$ cat config.mk
export PLATFORM = sky130hd
export DESIGN_NAME = eda_local_max_scan
export DESIGN_NICKNAME = d
export VERILOG_FILES = /design/src/rtl/eda_local_max_scan.sv
export SDC_FILE = /design/constraint.sdc
export NUM_CORES = 1
export LEC_CHECK = 0
export CORE_ASPECT_RATIO = 2
export CORE_UTILIZATION = 37
export DETAILED_ROUTE_END_ITERATION = 6
export PLACE_DENSITY = 0.67
export SLEW_MARGIN = 20
export SYNTH_ARGS = -nofsm -noshare
export SYNTH_HDL_FRONTEND = slang
export SYNTH_SLANG_ARGS = --single-unit
$ cat constraint.sdc
create_clock -name i_clk -period 5.9 [get_ports i_clk]
set_clock_uncertainty 0.2 [all_clocks]
set_input_delay 1.18 -clock i_clk [delete_from_list [all_inputs] [get_ports i_clk]]
set_output_delay 1.18 -clock i_clk [all_outputs]
set_load 0.005 [all_outputs]
$ cat src/rtl/eda_local_max_scan.sv
// eda_local_max_scan: sweeps the center address over an M x N image held in the
// upstream window RAM, classifies each pixel as a regional-max candidate from its
// 3x3 window and emits one result per pixel on a valid/ready stream.
module eda_local_max_scan #(
  parameter int M            = 16,
  parameter int N            = 16,
  parameter int PIXEL_WIDTH  = 8,
  parameter int WINDOW_WIDTH = 9,
  parameter int ADDR_WIDTH   = $clog2(M * N)
) (
  input  logic                                i_clk,
  input  logic                                i_reset,
  input  logic                                i_start,
  output logic [ADDR_WIDTH-1:0]               o_center_addr,
  input  logic [PIXEL_WIDTH*WINDOW_WIDTH-1:0] i_window_values,
  input  logic [WINDOW_WIDTH-2:0]             i_neigh_addr_valid,
  output logic                                o_out_valid,
  input  logic                                i_out_ready,
  output logic [ADDR_WIDTH-1:0]               o_out_addr,
  output logic                                o_out_is_max,
  output logic                                o_out_plateau,
  output logic                                o_busy,
  output logic                                o_done,
  output logic [ADDR_WIDTH:0]                 o_max_count
);

  localparam logic [1:0] S_IDLE  = 2'd0;
  localparam logic [1:0] S_SCAN  = 2'd1;
  localparam logic [1:0] S_DRAIN = 2'd2;

  // Address of the final pixel; the sweep stops here so the RAM never sees
  // an address past the image even when M*N is not a power of two.
  localparam logic [ADDR_WIDTH-1:0] LAST_ADDR = ADDR_WIDTH'(M * N - 1);
  localparam logic [ADDR_WIDTH-1:0] ADDR_ONE  = ADDR_WIDTH'(1);
  localparam logic [ADDR_WIDTH:0]   COUNT_ONE = (ADDR_WIDTH + 1)'(1);

  // Window slots from LSB: 0=downright 1=down 2=downleft 3=right 4=center
  // 5=left 6=upright 7=up 8=upleft. Neighbour j (mask bit j) lives in slot j
  // below the center and slot j+1 above it.
  // Returns {is_max, plateau}; masked-off neighbours take no part.
  function automatic logic [1:0] classify(
    input logic [PIXEL_WIDTH*WINDOW_WIDTH-1:0] win,
    input logic [WINDOW_WIDTH-2:0]             mask
  );
    logic [PIXEL_WIDTH-1:0] ctr;
    logic [PIXEL_WIDTH-1:0] nb;
    logic                   ge_all;
    logic                   eq_any;
    ctr    = win[(WINDOW_WIDTH / 2) * PIXEL_WIDTH +: PIXEL_WIDTH];
    ge_all = 1'b1;
    eq_any = 1'b0;
    for (int j = 0; j < WINDOW_WIDTH - 1; j++) begin
      nb = win[((j < 4) ? j : j + 1) * PIXEL_WIDTH +: PIXEL_WIDTH];
      if (mask[j]) begin
        if (nb > ctr) begin
          ge_all = 1'b0;
        end else begin
          ge_all = ge_all;
        end
        if (nb == ctr) begin
          eq_any = 1'b1;
        end else begin
          eq_any = eq_any;
        end
      end else begin
        ge_all = ge_all;
      end
    end
    return {ge_all, ge_all & eq_any};
  endfunction

  logic [1:0]            r_state;
  logic [ADDR_WIDTH-1:0] r_center_addr;
  logic                  r_out_valid;
  logic [ADDR_WIDTH-1:0] r_out_addr;
  logic                  r_out_is_max;
  logic                  r_out_plateau;
  logic                  r_done;
  logic [ADDR_WIDTH:0]   r_max_count;

  logic [1:0]            w_class;
  logic                  w_handshake;
  logic                  w_adv;

  // Classify the current center and decode the stream handshake / advance.
  always_comb begin
    w_class     = classify(i_window_values, i_neigh_addr_valid);
    w_handshake = r_out_valid & i_out_ready;
    w_adv       = (r_state == S_SCAN) && (!r_out_valid || i_out_ready);
  end

  // Scan sequencing, address generation and the registered result slot.
  always_ff @(posedge i_clk) begin
    if (i_reset) begin
      r_state       <= S_IDLE;
      r_center_addr <= '0;
      r_out_valid   <= 1'b0;
      r_out_addr    <= '0;
      r_out_is_max  <= 1'b0;
      r_out_plateau <= 1'b0;
      r_done        <= 1'b0;
    end else begin
      r_done <= 1'b0;
      case (r_state)
        S_IDLE: begin
          if (w_handshake) begin
            r_out_valid <= 1'b0;
          end
          if (i_start) begin
            r_state       <= S_SCAN;
            r_center_addr <= '0;
          end
        end
        S_SCAN: begin
          if (w_adv) begin
            r_out_valid   <= 1'b1;
            r_out_addr    <= r_center_addr;
            r_out_is_max  <= w_class[1];
            r_out_plateau <= w_class[0];
            if (r_center_addr == LAST_ADDR) begin
              r_state <= S_DRAIN;
            end else begin
              r_center_addr <= r_center_addr + ADDR_ONE;
            end
          end
        end
        S_DRAIN: begin
          if (w_handshake) begin
            r_out_valid <= 1'b0;
            r_done      <= 1'b1;
            r_state     <= S_IDLE;
          end
        end
        default: begin
          r_state <= S_IDLE;
          if (w_handshake) begin
            r_out_valid <= 1'b0;
          end
        end
      endcase
    end
  end

  // Count accepted max candidates; cleared at scan start, held after done.
  always_ff @(posedge i_clk) begin
    if (i_reset) begin
      r_max_count <= '0;
    end else if ((r_state == S_IDLE) && i_start) begin
      r_max_count <= '0;
    end else if (w_handshake && r_out_is_max) begin
      r_max_count <= r_max_count + COUNT_ONE;
    end else begin
      r_max_count <= r_max_count;
    end
  end

  assign o_center_addr = r_center_addr;
  assign o_out_valid   = r_out_valid;
  assign o_out_addr    = r_out_addr;
  assign o_out_is_max  = r_out_is_max;
  assign o_out_plateau = r_out_plateau;
  assign o_busy        = (r_state != S_IDLE);
  assign o_done        = r_done;
  assign o_max_count   = r_max_count;

endmodule

==> flow_summary.toml <==
[outcome]
status = "finished clean"

[cts]
cts_setup_buffers = 0
cts_buffers = 5
cts_htree_levels = 2
cts.clk_slew.worst_paths_ns = 0.05
cts.path.max_buffers = 2
hold_buffers = 0
clkSinkCount = 31
cts_tree = "done"
insertion_delay_ns = 0.28
root_buffer = "clkbuf_16"
cts_resized = 0

[timing]
finalSetupViolCount = 0
rsz0062_at_grt = "false"
slew_viol_final = 0
timing.max_slew.rel_slack = 0.589
tns_ns = 0
fmax_mhz = 304
fin_crit_sh = 0.558
tightest_slew_ns = 0.616
finalHoldViolCount = 0
finalCriticalPeriod_ns = 3.29

[worst_setup_path]
critPathBufInv = 1
r2r_cells = 7
cp-start-kind = "input port"
max_stage_delay_ns = 0.65
slowest_stage = "clkdlybuf4s50_1"
crit_fanout = 8
critPathCaptureType = "flip-flop"
cp_cell_sequence = "clkdlybuf4s50_1 > ha_1 > and4_1 > nand2_1 > and3_1 > nor4_1 > nand3b_1 > o21ai_1"
timing.rr.start = "o_center_addr[0]$_SDFFE_PP0P_"
worst_ep_required_time_ns = 5.91
rr_endpoint = "o_center_addr[7]$_SDFFE_PP0P_"
crit_family = "simple AND/OR/NAND/NOR gates"
worst-setup-path-type = "input port to flip-flop"
arrival_ns = 3.30
r2r_setup_slack_ns = 3.88

[floorplan]
fp.dieW_um = 64.1
top_level_ports = 114
die_area_mm2 = 0.00809
rows = 45
placeableCoreArea_mm2 = 0.00754
start_util = 0.378
fp.dieH_um = 126

[drt]
wl_um = 8090
avgViaCountPerCell = 5.36
ant_nets = 0
wirelength_met1_um = 2670
routedWlPerCell_um = 14.8
wl_met2_um = 4730
vias = 2933
drc_errors = 0
drt_iter0_markers = 46
top_layer = "met4"
met3WireLength_um = 350
first_pass_iters = 4

[finish]
nets = 602
nFillCells = 729
multiInputGateArea_mm2 = 0.00214
final_cell_area_mm2 = 0.00424
n_antenna_cell = 0
syn2layout_area_growth_pct = 48.7
layout.area.seq_um2 = 621
drive_above_1_share = 0.0331
utilization = 0.562

[global_routing]
grt_pass1_wl_um = 13200
grt-ovfl-total = 0
grt_pass1_vias = 3043
gr-usage-all-layers = 0.211
grt_antenna_before_repair = 0
grt_max_degree = 17

[placed_design]
numPortBuffers = 113
dp_hpwl_um = 7070
gp_congestion = 0.829
dpl_cell_area_mm2 = 0.00409

[logic_synthesis]
synth.top_cells.by_area = "ha_1 (29%), dfxtp_1 (22%), and4_1 (4.9%)"
synth.yosys.seq_area_share = 0.217
yosysUniqueCellTypes = 37
synthesis.area_mm2 = 0.00285
ys_ff_latch = 31
avgSynthCellArea_um2 = 8.49
syn_nets = 486
ys_warn_count = 0
synth_top_area_frac = 0.289
synth_top_area_cell = "ha_1"
synth_cells = 336

[pwr]
power.density_mw_per_mm2 = 157
cellLeakagePower_nw = 1.76
vdd_ir_drop_max_mv = 0.103

[run]
drv_cap = 0

[min_path]
hold_start = "o_out_plateau$_SDFFE_PP0P_"
hold_path_depth = 2
hold_path.class = "flip-flop to flip-flop"
min_to = "o_out_plateau$_SDFFE_PP0P_"
[logic make-up (layout without fill, tap and decap cells)]
kind of cell	after synthesis	in the layout	share of synthesized area
compound gates	66	66	0.146
flops	31	31	0.217
fa+ha+maj	66	66	0.289
buf+inv	24	141	0.0320
xor+xnor	12	12	0.0368
simple gates	126	126	0.240
mux	11	11	0.0386
[power by group]
group | internal [mW] | switching, mW | total [mW]
sequential | 0.213 | 0.00351 | 0.216
clock | 0.179 | 0.0865 | 0.266
combinational | 0.103 | 0.0799 | 0.183
total | 0.495 | 0.170 | 0.665
[synthesized netlist by cell type, drive strengths merged]
cell	instances
ha	66
nor2	32
dfxtp	31
nand2	28
a21oi	22
inv	20
and4	17
o211ai	14
a211oi	12
o21ai	12
mux2i	11
nand3	11
nor2b	11
xor2	9
nand4	8
and3	4
clkbuf	4
or3	4
a21o	3
xnor2	3
nand2b	2
nand3b	2
nor3	2
nor4	2
a211o	1
and2b	1
and4b	1
o21a	1
o21bai	1
or2b	1
[worst min-delay path, stage by stage (launching register included)]
cell and delay [ns]:
dfxtp_1 0.31, nand2_1 0.05, o21ai_1 0.05
[metal layers]
layer  track usage  up-vias
met1         0.179     1333
met4         0.127        0
met5             0        -
met2         0.432       98
li1              -     1478
met3        0.0335       24
[metrics by stage]
stage	hold slack [ns]	power (mW)	std cells	setup WS, ns
floorplan	0.242	0.310	336	3.09
global placement	0.247	0.398	539	2.41
detailed placement	0.248	0.405	539	2.30
CTS	0.254	0.673	547	2.59
global route	0.280	0.702	547	2.44
finish	0.252	0.665	547	2.61
[worst max-delay path by stage]
stage | to | cells after the start | start
2_1_floorplan | o_out_plateau$_SDFFE_PP0P_ | 8 | i_window_values[39]
3_3_place_gp | o_out_plateau$_SDFFE_PP0P_ | 8 | i_window_values[32]
3_5_place_dp | o_out_plateau$_SDFFE_PP0P_ | 8 | i_window_values[32]
4_1_cts | o_out_plateau$_SDFFE_PP0P_ | 8 | i_window_values[32]
5_1_grt | o_out_plateau$_SDFFE_PP0P_ | 8 | i_window_values[32]
6_report | o_out_plateau$_SDFFE_PP0P_ | 8 | i_window_values[32]
[cell usage in the layout, fill, tap and decap left out, types with 2 or more instances in the layout]
master | Yosys | routed
and4_1 | 16 | 16
mux2i_1 | 11 | 11
xor2_1 | 9 | 9
nor3_1 | 2 | 2
nand3b_1 | 2 | 2
xnor2_1 | 3 | 3
clkbuf_8 | 0 | 2
clkbuf_16 | 0 | 5
and3_1 | 3 | 3
a211oi_1 | 12 | 12
a21o_1 | 3 | 3
nand4_1 | 8 | 8
o211ai_1 | 14 | 14
or3_1 | 4 | 4
a21oi_1 | 21 | 21
ha_1 | 66 | 66
o21ai_1 | 2 | 2
inv_1 | 20 | 20
clkdlybuf4s50_1 | 0 | 113
nand2_1 | 27 | 27
nor2_1 | 31 | 31
nor4_1 | 2 | 2
dfxtp_1 | 31 | 31
nor2b_1 | 11 | 11
o21ai_0 | 10 | 10
nand3_1 | 11 | 11
nand2b_1 | 2 | 2
[registers in the layout, indices dropped and copies added (netlist names)]
name / cells
o_out_plateau: 1
o_center_addr: 8
o_out_is_max: 1
r_state: 2
o_done: 1
o_out_addr: 8
o_max_count: 9
o_out_valid: 1
[final cells by class]
class,instances,area share
Clock buffer,8,0.0369
Tap cell,94,0.0277
Inverter,20,0.0177
Sequential cell,31,0.146
Multi-Input combinational cell,281,0.505
Timing Repair Buffer,113,0.267
Note: power is estimated with default switching activity, not from simulation.
